--- config.mk ---
export PLATFORM = sky130hd
export DESIGN_NAME = switch_debounce_pair_flat
export DESIGN_NICKNAME = d
export VERILOG_FILES = /design/src/rtl/switch_debounce_pair_if.sv /design/src/rtl/switch_debounce_pair.sv /design/src/flat_wrapper.sv
export SDC_FILE = /design/constraint.sdc
export NUM_CORES = 1
export LEC_CHECK = 0
export ABC_AREA = 1
export ABC_CLOCK_PERIOD_IN_PS = 2450
export CAP_MARGIN = 20
export CORE_ASPECT_RATIO = 1.5
export CORE_MARGIN = 3
export CORE_UTILIZATION = 33
export CTS_CLUSTER_SIZE = 12
export DETAILED_ROUTE_END_ITERATION = 7
export GPL_TIMING_DRIVEN = 0
export SYNTH_ARGS = -nofsm -noshare
export SYNTH_HDL_FRONTEND = slang
export SYNTH_SLANG_ARGS = --single-unit
--- constraint.sdc ---
create_clock -name clk -period 2.45 [get_ports clk]
set_input_delay 0.49 -clock clk [delete_from_list [all_inputs] [get_ports clk]]
set_output_delay 0.49 -clock clk [all_outputs]
set_load 0.03 [all_outputs]
--- src/rtl/switch_debounce_pair_if.sv ---
// rtl/switch_debounce_pair_if.sv - switch pins and conditioned outputs of switch_debounce_pair
//
// Purpose: bundles the raw switch inputs and the debounced level/pulse/count
// outputs so the conditioner and its consumer share one connection.
// Signals:
//   x_raw, y_raw     raw switch levels, asynchronous to the conditioner clock
//   x_db, y_db       debounced levels
//   x_rise, x_fall   one-cycle pulses on debounced X 0->1 / 1->0
//   y_rise, y_fall   the same for Y
//   change_cnt       debounced transitions on both channels, modulo 256
//   led              registered x_db ^ y_db (0 when the parity LED is not built)
// Modports:
//   master           the side that owns the switches and consumes the outputs
//   slave            the conditioner itself

interface switch_debounce_pair_if;
  logic       x_raw;
  logic       y_raw;
  logic       x_db;
  logic       y_db;
  logic       x_rise;
  logic       x_fall;
  logic       y_rise;
  logic       y_fall;
  logic [7:0] change_cnt;
  logic       led;

  modport master (
    output x_raw, y_raw,
    input  x_db, y_db, x_rise, x_fall, y_rise, y_fall, change_cnt, led
  );

  modport slave (
    input  x_raw, y_raw,
    output x_db, y_db, x_rise, x_fall, y_rise, y_fall, change_cnt, led
  );
endinterface

--- src/rtl/switch_debounce_pair.sv ---
// rtl/switch_debounce_pair.sv - two-channel switch synchronizer and debouncer
//
// Purpose: synchronizes raw X/Y switch inputs into clk, debounces each with a
// stability counter, and emits clean levels, one-cycle rise/fall pulses, a
// modulo-256 count of debounced transitions and a parity LED.
// Parameters:
//   DB_CYCLES  consecutive mismatching cycles needed to accept a new level (1 .. 2^CNT_W-1)
//   CNT_W      width of each per-channel stability counter
// Ports:
//   clk        system clock, rising edge
//   rst        synchronous active-high reset
//   sw         switch_debounce_pair_if.slave: raw inputs in, conditioned outputs out
// Build option:
//   SWITCH_DEBOUNCE_PARITY_EN  when defined, led is a register loaded with
//                              x_db ^ y_db; otherwise led is constant 0.

module switch_debounce_pair #(
  parameter int DB_CYCLES = 50000,
  parameter int CNT_W     = 16
) (
  input  logic                  clk,
  input  logic                  rst,
  switch_debounce_pair_if.slave sw
);

  generate
    if (DB_CYCLES < 1 || DB_CYCLES >= (1 << CNT_W)) begin : g_bad_db_cycles
      $error("switch_debounce_pair: DB_CYCLES must be in 1 .. 2^CNT_W-1");
    end
  endgenerate

  localparam logic [CNT_W-1:0] CNT_LAST = CNT_W'(DB_CYCLES - 1);

  // Channel index 0 is X, 1 is Y.
  logic [1:0]       raw;
  logic [1:0]       s1;
  logic [1:0]       s2;
  logic [1:0]       db;
  logic [1:0]       rise;
  logic [1:0]       fall;
  logic [1:0]       accept;
  logic [CNT_W-1:0] cnt [2];
  logic [7:0]       change_cnt;

  assign raw = {sw.y_raw, sw.x_raw};

  // A channel accepts its synchronized level on the edge that completes
  // DB_CYCLES consecutive cycles of disagreement with the debounced level.
  always_comb begin
    accept = '0;
    for (int i = 0; i < 2; i++) begin
      accept[i] = (s2[i] != db[i]) && (cnt[i] == CNT_LAST);
    end
  end

  always_ff @(posedge clk) begin
    if (rst) begin
      s1         <= '0;
      s2         <= '0;
      db         <= '0;
      rise       <= '0;
      fall       <= '0;
      change_cnt <= '0;
      for (int i = 0; i < 2; i++) begin
        cnt[i] <= '0;
      end
    end else begin
      s1 <= raw;
      s2 <= s1;
      for (int i = 0; i < 2; i++) begin
        // Any return to the debounced level restarts the stability count,
        // which is what rejects glitches and bounce trains.
        if (s2[i] == db[i]) begin
          cnt[i] <= '0;
        end else if (accept[i]) begin
          db[i]  <= s2[i];
          cnt[i] <= '0;
        end else begin
          cnt[i] <= cnt[i] + CNT_W'(1);
        end
        rise[i] <= accept[i] & s2[i];
        fall[i] <= accept[i] & ~s2[i];
      end
      change_cnt <= change_cnt + 8'(accept[0]) + 8'(accept[1]);
    end
  end

`ifdef SWITCH_DEBOUNCE_PARITY_EN
  logic led_q;

  always_ff @(posedge clk) begin
    if (rst) begin
      led_q <= 1'b0;
    end else begin
      led_q <= db[0] ^ db[1];
    end
  end

  assign sw.led = led_q;
`else
  assign sw.led = 1'b0;
`endif

  assign sw.x_db       = db[0];
  assign sw.y_db       = db[1];
  assign sw.x_rise     = rise[0];
  assign sw.x_fall     = fall[0];
  assign sw.y_rise     = rise[1];
  assign sw.y_fall     = fall[1];
  assign sw.change_cnt = change_cnt;

endmodule

--- src/flat_wrapper.sv ---
// flat-port wrapper written by rule: the top's interface ports become plain ports
module switch_debounce_pair_flat 
#(
  parameter int DB_CYCLES = 50000,
  parameter int CNT_W     = 16
)
  (clk, rst, sw_x_raw, sw_y_raw, sw_x_db, sw_y_db, sw_x_rise, sw_x_fall, sw_y_rise, sw_y_fall, sw_change_cnt, sw_led);
  switch_debounce_pair_if sw_i ();
  input  logic clk;
  input  logic rst;
  input wire logic [$bits(sw_i.x_raw)-1:0] sw_x_raw;
  input wire logic [$bits(sw_i.y_raw)-1:0] sw_y_raw;
  output wire logic [$bits(sw_i.x_db)-1:0] sw_x_db;
  output wire logic [$bits(sw_i.y_db)-1:0] sw_y_db;
  output wire logic [$bits(sw_i.x_rise)-1:0] sw_x_rise;
  output wire logic [$bits(sw_i.x_fall)-1:0] sw_x_fall;
  output wire logic [$bits(sw_i.y_rise)-1:0] sw_y_rise;
  output wire logic [$bits(sw_i.y_fall)-1:0] sw_y_fall;
  output wire logic [$bits(sw_i.change_cnt)-1:0] sw_change_cnt;
  output wire logic [$bits(sw_i.led)-1:0] sw_led;
  assign sw_i.x_raw = sw_x_raw;
  assign sw_i.y_raw = sw_y_raw;
  assign sw_x_db = sw_i.x_db;
  assign sw_y_db = sw_i.y_db;
  assign sw_x_rise = sw_i.x_rise;
  assign sw_x_fall = sw_i.x_fall;
  assign sw_y_rise = sw_i.y_rise;
  assign sw_y_fall = sw_i.y_fall;
  assign sw_change_cnt = sw_i.change_cnt;
  assign sw_led = sw_i.led;
  switch_debounce_pair #(.DB_CYCLES(DB_CYCLES), .CNT_W(CNT_W)) u_core (.clk(clk), .rst(rst), .sw(sw_i));
endmodule
== Word-level counts from Yosys, hierarchy flattened ==
Memory sizes are Yosys's and may differ from the RTL's.
Cells that the tools add are included.
W data, S select, Z words.
Storage, ports and cells
  register bits after elaboration: 18
  memory bits (writable): 32
  input port bits: 4
  output and inout port bits: 15
  logic and storage cells: 66
  memories kept: 1
Memories
  u_core.cnt: words 2, width 16, read ports 2, clocked after memory_dff 0, wr ports 2, RTL line switch_debounce_pair.sv:42  | logic [CNT_W-1:0] cnt [2];
Cells by class
  add/sub/neg operators: 4
  equal/unequal tests: 6
  muxes and demuxes: 30
  bitwise operators: 14
  reductions and logical operators: 4
Operators with widths (count)
  $mux W16: 6
  $add A16 B1 Y16 const B: 2
  $eq A16 B16 Y1 const B: 2
  $mux W1: 24
  $add A8 B1 Y8: 2
  $or A1 B1 Y1: 6
  $and A1 B1 Y1: 4
  $not A1 Y1: 4
  $reduce_and A2 Y1: 2
  $eq A1 B1 Y1: 2
  $logic_and A1 B1 Y1: 2
  $ne A1 B1 Y1: 2

== Depth between registers and ports, before layout ==
An unclocked memory read counts as a cell.
  word-level depth: 9
  mapped depth: 14

== Least setup slack after synthesis ==
No wires, ideal clock.
  path kind: register to register
  start point: memory u_core.cnt[1][0]
  end point: register u_core.change_cnt[6], in the netlist u_core.sw.change_cnt[6]
  arrival time: 2.351 ns
  required time: 2.322 ns
  slack: -0.028 ns
  cell stages (with the launch flop): 14
  path buffers: 0
  cell sequence: edfxtp_1 > ha_1 > nand3_2 > nor2_4 > nand3_1 > or2_2 > fa_1 > inv_1 > ha_1 > nand2_1 > nor2_1 > nand3_1 > xor2_1 > nor2_1
RTL lines
  start: declaration: RTL line switch_debounce_pair.sv:42
  end signal: assignment: RTL line switch_debounce_pair.sv:84  | change_cnt <= change_cnt + 8'(accept[0]) + 8'(accept[1]);
  end: declaration: RTL line switch_debounce_pair.sv:43  | logic [7:0] change_cnt;

==> flow_summary.ini <==
[run_status]
status = finished, final reports clean

[grt]
track_usage_pct = 12.16
grt_overflow = 0
antenna_found_initial = 0
grt_pass1_vias = 2086
grt_max_degree = 19
grt_pass1_wl_mm = 8.935

[floorplan]
die_area_sq_um = 9383
die_h_microns = 117.1
pin_count = 19
initial_utilization_pct = 34.81
rows = 39
coreArea_sq_um = 7807
die_width_microns = 80.10

[cells_and_area]
syn_to_final_growth_pct = 28.73
design_area_sq_um = 3498
final_net_count = 424
fin_cells = 519
post-route-util_pct = 44.81
diodes = 0
drive_above_1_share_pct = 13.67

[clock_tree]
cts-root-buf = clkbuf_16
numCtsBuffers = 5
cts.htree.levels = 2
cts.path.max_buffers = 2
cts_tree = built
clk_latency_ns = 0.29
cts_num_sinks = 50
clk_pin_slew_ns = 0.08

[timing]
final.period_utilization_pct = 93.70
min_period_ns = 2.296
hold_violations = 0
slew_viol_final = 0
finalSetupViolCount = 0
max_freq_mhz = 435.6
skew_ns = 0.01205

[placement]
port_buffers = 16
post_dp_cell_area_sq_um = 3127
place_inst = 491
hpwl_mm = 4.051
gp_congestion = 0.8223

[drt]
via_per_inst = 4.395
vias = 2281
drt.antenna.violating_nets = 0
drt_pass1_iterations = 4
wl_mm = 5.630
wl_per_cell_microns = 10.85
drc = 0
drtIter0Drc = 75

[worst_setup_path]
startpoint_type = flip-flop
timing.rr.start = u_core.cnt[0][1]
cp_num_cells = 14
crit_type = reg -> reg
reg2reg_depth = 14
end_kind = flip-flop
cpLargestDelayFamily = adder cells
cpMostUsedCell = nor2_4
cp_num_buf_inv = 3
r2r_slack_ns = 0.15
timing.rr.end = u_core.sw.change_cnt[4]
arrival_ns = 2.48
slowest_delay_ns = 0.41
cp-endpoint = u_core.sw.change_cnt[4]
cp_slowest_cell = edfxtp_1
critPathRequiredTime_ns = 2.64
path_cells = ha_4 -> nand2_2 -> nor2_4 -> inv_2 -> nor2_4 -> nand3b_1 -> fa_2 -> inv_2 -> ha_4 -> nand2_2 -> nor2_4 -> buf_4 -> a21oi_1 -> o21a_1
worstPathMaxFanout = 3
critPathLaunch = u_core.cnt[0][1]

[synthesis]
syn_inst = 342
ys_ff_latch = 50
netlist_area_sq_um = 2718
synthTopCellsByCount = 74 x nand2_1, 69 x nor2_1, 48 x inv_1, 32 x edfxtp_1, 22 x nand3_1
synth_area_leader_cell = edfxtp_1
synth_area_leaders = edfxtp_1 35%, dfxtp_1 13%, nand2_1 10%
synth.top_cell.area_share_pct = 35.36
ys_seq_area_share_pct = 48.62
async_flop_share_pct = 0
ys_types = 30
syn_area_per_cell_sq_um = 7.946
synth.most_common_cell = nand2_1
synthFlopType = edfxtp_1
synth_edf_count = 32
yosysWarnings = 0

[hold_path]
min_path_type = reg -> reg

[flow_run]
drv_cap = 0

[power_and_ir_drop]
vdd_drop_max_v = 0.0002505
power_density_nw_per_um2 = 501.9
p_leak_uw = 0.001421
layout make-up:
| class | instances | area (sq um) |
|---|---|---|
| timing repair buffer | 36 | 310.3 |
| clock inverter | 3 | 26.28 |
| fill | 776 | 4309 |
| clock buffer | 5 | 125.1 |
| multi-input combinational | 268 | 1363 |
| inverter | 50 | 187.7 |
| buffer | 5 | 37.54 |
| tap | 102 | 127.6 |
| sequential | 50 | 1321 |
worst min-delay path: stages, from the launching register on:
cell     delay [ns]
dfxtp_1        0.30
inv_1          0.04
nor2_1         0.03
metrics by stage:
| step | setup WS (ns) | setup TNS, ns | total power, uW | hold slack [ns] |
|---|---|---|---|---|
| after floorplan | 0.02721 | 0 | 1024 | 0.3883 |
| after global placement | -0.1720 | -0.2250 | 1045 | 0.3934 |
| after detailed placement | -0.2119 | -0.3920 | 1046 | 0.4021 |
| after CTS | 0.01576 | 0 | 1772 | 0.4097 |
| after global routing | -0.02242 | -0.03457 | 1835 | 0.4382 |
| final | 0.1545 | 0 | 1756 | 0.4058 |
routing by layer:
layer / track usage, % / up-vias / wire (microns)
li1: - / 1207 / -
met1: 12.84 / 1022 / 2257
met2: 22.90 / 44 / 3157
met3: 2.527 / 8 / 143
met4: 5.299 / 0 / 70
met5: 0 / - / 0
placed cells by master, fill, tap and decap left out, types with 3 or more instances in the layout:
cell type	count
nand2_1	72
inv_2	3
nor2_4	4
nand3b_1	3
inv_1	47
buf_4	21
nor2_1	67
clkdlybuf4s50_1	16
xnor2_1	7
conb_1	33
nor2_2	4
xor2_1	7
nor3_1	3
nand4_1	12
nand2_2	4
dfxtp_1	18
a21oi_1	15
clkbuf_16	5
edfxtp_1	32
nand3_1	20
ha_4	3
kinds of logic (layout without fill, tap and decap cells):
logic type	count (synthesis)	count (layout)	share of synthesized area, %
simple gates	199	199	32.60
buf+inv	55	99	8.287
flops	50	50	48.62
compound gates	18	18	3.591
xor+xnor	14	14	4.512
fa+ha+maj	4	4	2.118
other cells	2	33	0.2763
what timing repair did:
action,CTS,global route
setup endpoints to repair,4,2
hold buffers,0,0
setup buffers,5,15
gates resized for setup,4,11
pin swaps,3,7
how the worst min path moves through the flow:
| stage | to | depth (start not counted) | slack (ns) | start |
|---|---|---|---|---|
| global placement | u_core.s2[0] | 2 | 0.39 | u_core.s1[0] |
| global route | u_core.s2[1] | 2 | 0.44 | u_core.s1[1] |
| CTS | u_core.s2[1] | 2 | 0.41 | u_core.s1[1] |
| finish | u_core.s2[1] | 2 | 0.41 | u_core.s1[1] |
| detailed placement | u_core.s2[1] | 2 | 0.40 | u_core.s1[1] |
| floorplan | u_core.s2[0] | 2 | 0.39 | u_core.s1[0] |
report_power, final:
group	switching [uW]	internal, uW	total (uW)
Sequential	27.6	921	949
Clock	319	388	707
Combinational	57.8	42.4	100
sequential cells by signal, indices dropped and copies added, names as in the netlist:
| signal | cells |
|---|---|
| u_core.fall | 2 |
| u_core.cnt | 32 |
| u_core.s2 | 2 |
| u_core.s1 | 2 |
| u_core.db | 2 |
| u_core.sw.change_cnt | 8 |
| u_core.rise | 2 |
Note: power is estimated with default switching activity, not from simulation.
